File: src/rtl/conv2d_stream_engine.sv
// 3x3 streaming correlation over IMG_W x IMG_H raster frames; emits only valid-region results.
// Latency: result 2 edges after its completing pixel; no backpressure, downstream always accepts.
module conv2d_stream_engine #(
  parameter int DATA_W = 8,
  parameter int COEF_W = 8,
  parameter int IMG_W  = 8,
  parameter int IMG_H  = 8,
  parameter int OUT_W  = 20
) (
  input  logic              clk,
  input  logic              rst_n,
  input  logic              in_st,
  input  logic              in_valid,
  input  logic [DATA_W-1:0] din,
  input  logic              coef_we,
  input  logic [3:0]        coef_addr,
  input  logic [COEF_W-1:0] coef_din,
  output logic              busy,
  output logic              out_valid,
  output logic [OUT_W-1:0]  dout,
  output logic              out_st,
  output logic              out_last
);

  localparam int CW     = $clog2(IMG_W);
  localparam int RW     = $clog2(IMG_H);
  localparam int PROD_W = DATA_W + COEF_W;

  typedef enum logic [1:0] {IDLE, RUN, FLUSH} state_t;

  state_t          state, state_nxt;
  logic [CW-1:0]   col, col_nxt, pc;
  logic [RW-1:0]   row, row_nxt, pr;
  logic            flush_cnt, flush_nxt;
  logic            accept, restart, win_done;

  logic signed [COEF_W-1:0] coef [9];
  logic [DATA_W-1:0]        lb0 [IMG_W];
  logic [DATA_W-1:0]        lb1 [IMG_W];
  logic [DATA_W-1:0]        win [9];
  logic signed [PROD_W-1:0] prod [9];
  logic signed [OUT_W-1:0]  acc;
  logic                     v0, st0, last0, v1, st1, last1;

  always_ff @(posedge clk) begin
    if (!rst_n) begin
      state     <= IDLE;
      col       <= '0;
      row       <= '0;
      flush_cnt <= 1'b0;
    end else begin
      state     <= state_nxt;
      col       <= col_nxt;
      row       <= row_nxt;
      flush_cnt <= flush_nxt;
    end
  end

  // pc/pr are the raster position of the pixel on din this cycle
  always_comb begin
    state_nxt = state;
    col_nxt   = col;
    row_nxt   = row;
    flush_nxt = flush_cnt;
    accept    = 1'b0;
    restart   = 1'b0;
    pc        = col;
    pr        = row;
    unique case (state)
      IDLE: begin
        if (in_valid && in_st) begin
          accept    = 1'b1;
          restart   = 1'b1;
          state_nxt = RUN;
        end
      end
      RUN: begin
        if (in_valid) begin
          accept  = 1'b1;
          restart = in_st;
        end
      end
      FLUSH: begin
        flush_nxt = 1'b1;
        if (flush_cnt) begin
          state_nxt = IDLE;
          flush_nxt = 1'b0;
        end
      end
      default: state_nxt = IDLE;
    endcase
    if (restart) begin
      pc = '0;
      pr = '0;
    end
    if (accept) begin
      if (pc == CW'(IMG_W - 1)) begin
        col_nxt = '0;
        row_nxt = pr + RW'(1);
        if (pr == RW'(IMG_H - 1)) state_nxt = FLUSH;
      end else begin
        col_nxt = pc + CW'(1);
        row_nxt = pr;
      end
    end
  end

  assign busy     = (state != IDLE);
  assign win_done = accept && (pr >= RW'(2)) && (pc >= CW'(2));

  always_ff @(posedge clk) begin
    if (!rst_n) begin
      for (int k = 0; k < 9; k++) coef[k] <= (k == 4) ? COEF_W'(1) : '0;
    end else if (coef_we && (state == IDLE) && (coef_addr <= 4'd8)) begin
      coef[coef_addr] <= coef_din;
    end
  end

  // Line buffers hold the two previous rows; stale contents never reach a valid window
  always_ff @(posedge clk) begin
    if (accept) begin
      lb1[pc] <= lb0[pc];
      lb0[pc] <= din;
      for (int r = 0; r < 3; r++) begin
        win[r*3]   <= win[r*3+1];
        win[r*3+1] <= win[r*3+2];
      end
      win[2] <= lb1[pc];
      win[5] <= lb0[pc];
      win[8] <= din;
    end
  end

  always_ff @(posedge clk) begin
    if (v0) begin
      for (int k = 0; k < 9; k++)
        prod[k] <= $signed({{COEF_W{1'b0}}, win[k]}) * PROD_W'(coef[k]);
    end
  end

  always_comb begin
    acc = '0;
    for (int k = 0; k < 9; k++) acc = acc + OUT_W'(prod[k]);
  end

  // A restart kills anything still in the product or sum stage
  always_ff @(posedge clk) begin
    if (!rst_n) begin
      v0        <= 1'b0;
      st0       <= 1'b0;
      last0     <= 1'b0;
      v1        <= 1'b0;
      st1       <= 1'b0;
      last1     <= 1'b0;
      out_valid <= 1'b0;
      out_st    <= 1'b0;
      out_last  <= 1'b0;
      dout      <= '0;
    end else begin
      v0        <= win_done;
      st0       <= win_done && (pr == RW'(2)) && (pc == CW'(2));
      last0     <= win_done && (pr == RW'(IMG_H - 1)) && (pc == CW'(IMG_W - 1));
      v1        <= v0 && !restart;
      st1       <= st0;
      last1     <= last0;
      out_valid <= v1 && !restart;
      out_st    <= v1 && st1 && !restart;
      out_last  <= v1 && last1 && !restart;
      if (v1) dout <= acc;
    end
  end

endmodule

File: config.mk
export PLATFORM = sky130hd
export DESIGN_NAME = conv2d_stream_engine
export DESIGN_NICKNAME = d
export VERILOG_FILES = /design/src/rtl/conv2d_stream_engine.sv
export SDC_FILE = /design/constraint.sdc
export NUM_CORES = 2
export LEC_CHECK = 0
export CAP_MARGIN = 30
export CORE_MARGIN = 5
export CORE_UTILIZATION = 42
export DETAILED_ROUTE_END_ITERATION = 8
export SLEW_MARGIN = 5
export SYNTH_ARGS = -nofsm -noshare
export SYNTH_HDL_FRONTEND = slang
export SYNTH_SLANG_ARGS = --single-unit
File: constraint.sdc
create_clock -name clk -period 5.8 [get_ports clk]
set_input_delay 1.16 -clock clk [delete_from_list [all_inputs] [get_ports clk]]
set_output_delay 1.16 -clock clk [all_outputs]
set_load 0.005 [all_outputs]
==> metrics.md <==
| Metric | Value |
|---|---|
| Outcome | complete, no violations |
| Detail Route Antenna Nets | 0 |
| Detailed Route Iter0 Violations | between 1,500 and 2,000 |
| First-pass GRT wire length | 146,000 um |
| Hold-fix buffers, CTS | 0 |
| Cell variety after synth | 73 |
| Top area cells in the synthesized netlist | edfxtp_1 32%, fa_1 23%, ha_1 13% |
| Fmax | between 200 and 250 MHz |
| HP Start | last0 |
| Setup Buffers After CTS | 0 |
| Fraction of layout cells with a size suffix above 1 | approximately 4.4% |
| Hold Path Class | register to register |
| Gr usage total | a little under a fifth |
| Count of buffers from port buffering | 48 |
| Area of the mapped netlist | approximately 39,000 sq um |
| Worst r2r dst | dout[18] |
| Post-synth EDFFs | between 400 and 500 |
| Final hold vios | 0 |
| Synthesized area per cell | 11.2 sq um |
| Placeable core area | just over 90,000 sq um |
| Routed vias | between 20,000 and 25,000 |
| Dominant synthesized flop cell | edfxtp_1 |
| Crit Path Max Fanout | 4 |
| # DRC | 0 |
| Final Max Slew Viols | 0 |
| RePlAce Congestion | 0.875 |
| Hold path cells | 1 |
| Synthesized instance count | roughly 3,400 |
| DPL Wire Length | slightly above 70,000 um |
| CP required | about 6.3 ns |
| Pwr Density | 249 nW/um^2 |
| Nets | between 4,000 and 5,000 |
| Max-Cap Viols | 0 |
| Worst-path clk slew | 0.06 ns |
| Worst setup EP type | register |
| Die height | 313 um |
| Largest net degree at the start of global routing | between 50 and 60 |
| 1st-pass router iterations | 5 |
| Relative slew slack | a little under two fifths |
| Worst Path Arrival | 5.30 ns |
| Die area | between 90,000 and 100,000 sq um |
| Num CTS Buffers | 51 |
| Later-pin clock latency in the skew report | around 0.63 ns |
| # setup viols final | 0 |
| Post-synth top area cell | edfxtp_1 |
| Period utilization | 82.6% |
| Maximum vdd drop | between 0.2 and 0.25 mV |
| Worst r2r src | prod[0][98] |
| CP max stage delay | 0.57 ns |
| Most common cell after layout, fill and taps aside | inv_1 |
| Wirelength per Cell | 19.1 um |
| Yosys Warn Count | 0 |
| Crit path kind | register to register |
| Slowest CP cell | fa_1 |
| Seq/Total Area, Yosys | 34.3% |
| CP dominant cell by count | fa_1 |
| Num rows | 111 |
| Worst Tran Pin Value | roughly 0.94 ns |
| Layout Skew | around 0.023 ns |
| Cell chain of the critical path | fa_1 -> fa_1 -> fa_1 -> inv_1 -> fa_1 -> inv_1 -> ha_1 -> fa_1 -> a211oi_1 -> o21ai_2 -> nand4b_1 -> o21ai_1 -> mux2i_1 -> a311o_1 |
| Final min period | 4.79 ns |
| Clock tree root buffer cell | clkbuf_16 |
| Synth async-reset ratio | 0% |
| CTS tree | built |
| Vias per Instance | between 5 and 6 |
| CTS sink count | roughly 450 |
| Unrepaired setup endpoints after global routing | false |
| Synth top area share | about 32% |
| Global route overflow | 0 |
| DRT Wirelength | 91,500 um |
| P&R area growth vs syn | 10.2% |
| Length in cells of the worst reg-to-reg path | 14 |
| Vias in the first global route | between 20,000 and 30,000 |
| Clock Tree Buf Depth | 3 |
| Pleak | between 15 and 20 nW |
| Reg2Reg Setup Slack | roughly 1.0 ns |
| Setup tns final | 0 ns |
| # H-tree levels | 2 |
| Syn nets | about 4,300 |
| Starting density of the core | between 40 and 50% |
| Most frequent cells in the layout | 727 x inv_1, 448 x fa_1, 416 x edfxtp_1 |
| Chip Width | 313 um |
| PostCTS Resize Cnt | 0 |
| Hold Path End | last1 |
| Register bit total from synthesis | approximately 450 |
| Final Util | 46.5% |
| Critical Path Start Type | register |
| Num ports | 49 |
| Initial antenna violation count | 10 |
## cell usage after synthesis (all sizes together) (20+ instances only)
cell    instances
nor3           43
a21oi          63
nor2          125
mux2i          42
and2          368
a21o           32
inv           728
fa            448
edfxtp        416
nand3          41
ha            386
nand2b         58
xnor2          89
dfxtp          38
nand2         260
xor2           26
o21ai          42
nor2b          20
## metrics by stage
stage / cell area [sq um] / cells / setup WS (ns) / power, W / hold slack [ns]
6_report: 42500 / 4789 / 1.01 / 0.0106 / 0.430
5_1_grt: 42500 / 4784 / 0.751 / 0.0113 / 0.453
4_1_cts: 42500 / 4782 / 0.983 / 0.0107 / 0.438
3_5_place_dp: 40800 / 4687 / 0.995 / 0.00723 / 0.422
3_3_place_gp: 40700 / 4679 / 1.07 / 0.00722 / 0.423
2_1_floorplan: 38600 / 3443 / 0.0849 / 0.00636 / 0.406
## worst max-delay path: cells and delay by family (launching register included)
family,cells,cell delay [ns]
simple gates,1,0.25
buf+inv,2,0.09
fa+ha+maj,6,2.77
compound gates,4,1.04
flops,1,0.41
mux,1,0.12
## routing by layer
metal	vias up	share of wire [%]	track usage [%]
met3	99	6.8	3.95
met4	2	2.5	4.90
met1	12200	45	27.0
met5	-	0.014	0
met2	581	45	30.6
li1	11300	-	-
## where the power goes
part / switching, W / internal [W] / total [W]
clock: 0.00143 / 0.00199 / 0.00341
combinational: 0.00183 / 0.00137 / 0.00320
sequential: 0.000141 / 0.00382 / 0.00396
## logic make-up (layout without fill, tap and decap cells)
kind of cell               after synthesis  count (layout)  share of synthesized area, %
and+or+nand+nor                        977             977                          13.3
adders and majority gates              834             834                          35.8
buffers and inverters                  753             907                          7.41
DFF                                    454             454                          34.3
AOI/OAI and AO/OA                      251             251                          4.58
xor gates and xnor gates               115             115                          2.61
muxes                                   59              59                          2.02
other                                    0               6                             0
## area by class of cell
type / count / area [sq um]
Sequential cell: 454 / 13300
Antenna cell: 6 / 15.0
Multi-Input combinational cell: 2236 / 22500
Timing Repair Buffer: 83 / 781
Clock inverter: 37 / 454
Inverter: 729 / 2740
Fill cell: 8436 / 48900
Clock buffer: 58 / 1300
Tap cell: 1186 / 1480
## sequential cells by signal, indices dropped and copies added (netlist names), 2 cells and up
signal / count
prod: 144
row: 3
dout: 20
col: 3
state: 2
lb1: 64
coef: 72
win: 72
lb0: 64
## worst max path at each step
stage,from,endpoint,depth (start not counted),slack [ns]
2_1_floorplan,in_valid,lb0[4][0],5,0.08
3_3_place_gp,win[0][42],prod[0][94],15,1.07
3_5_place_dp,win[0][42],prod[0][94],15,0.99
4_1_cts,win[0][42],prod[0][94],15,0.98
5_1_grt,win[0][43],prod[0][94],15,0.75
6_report,prod[0][98],dout[18],14,1.01
No activity file was read; power rests on OpenSTA's default activity.
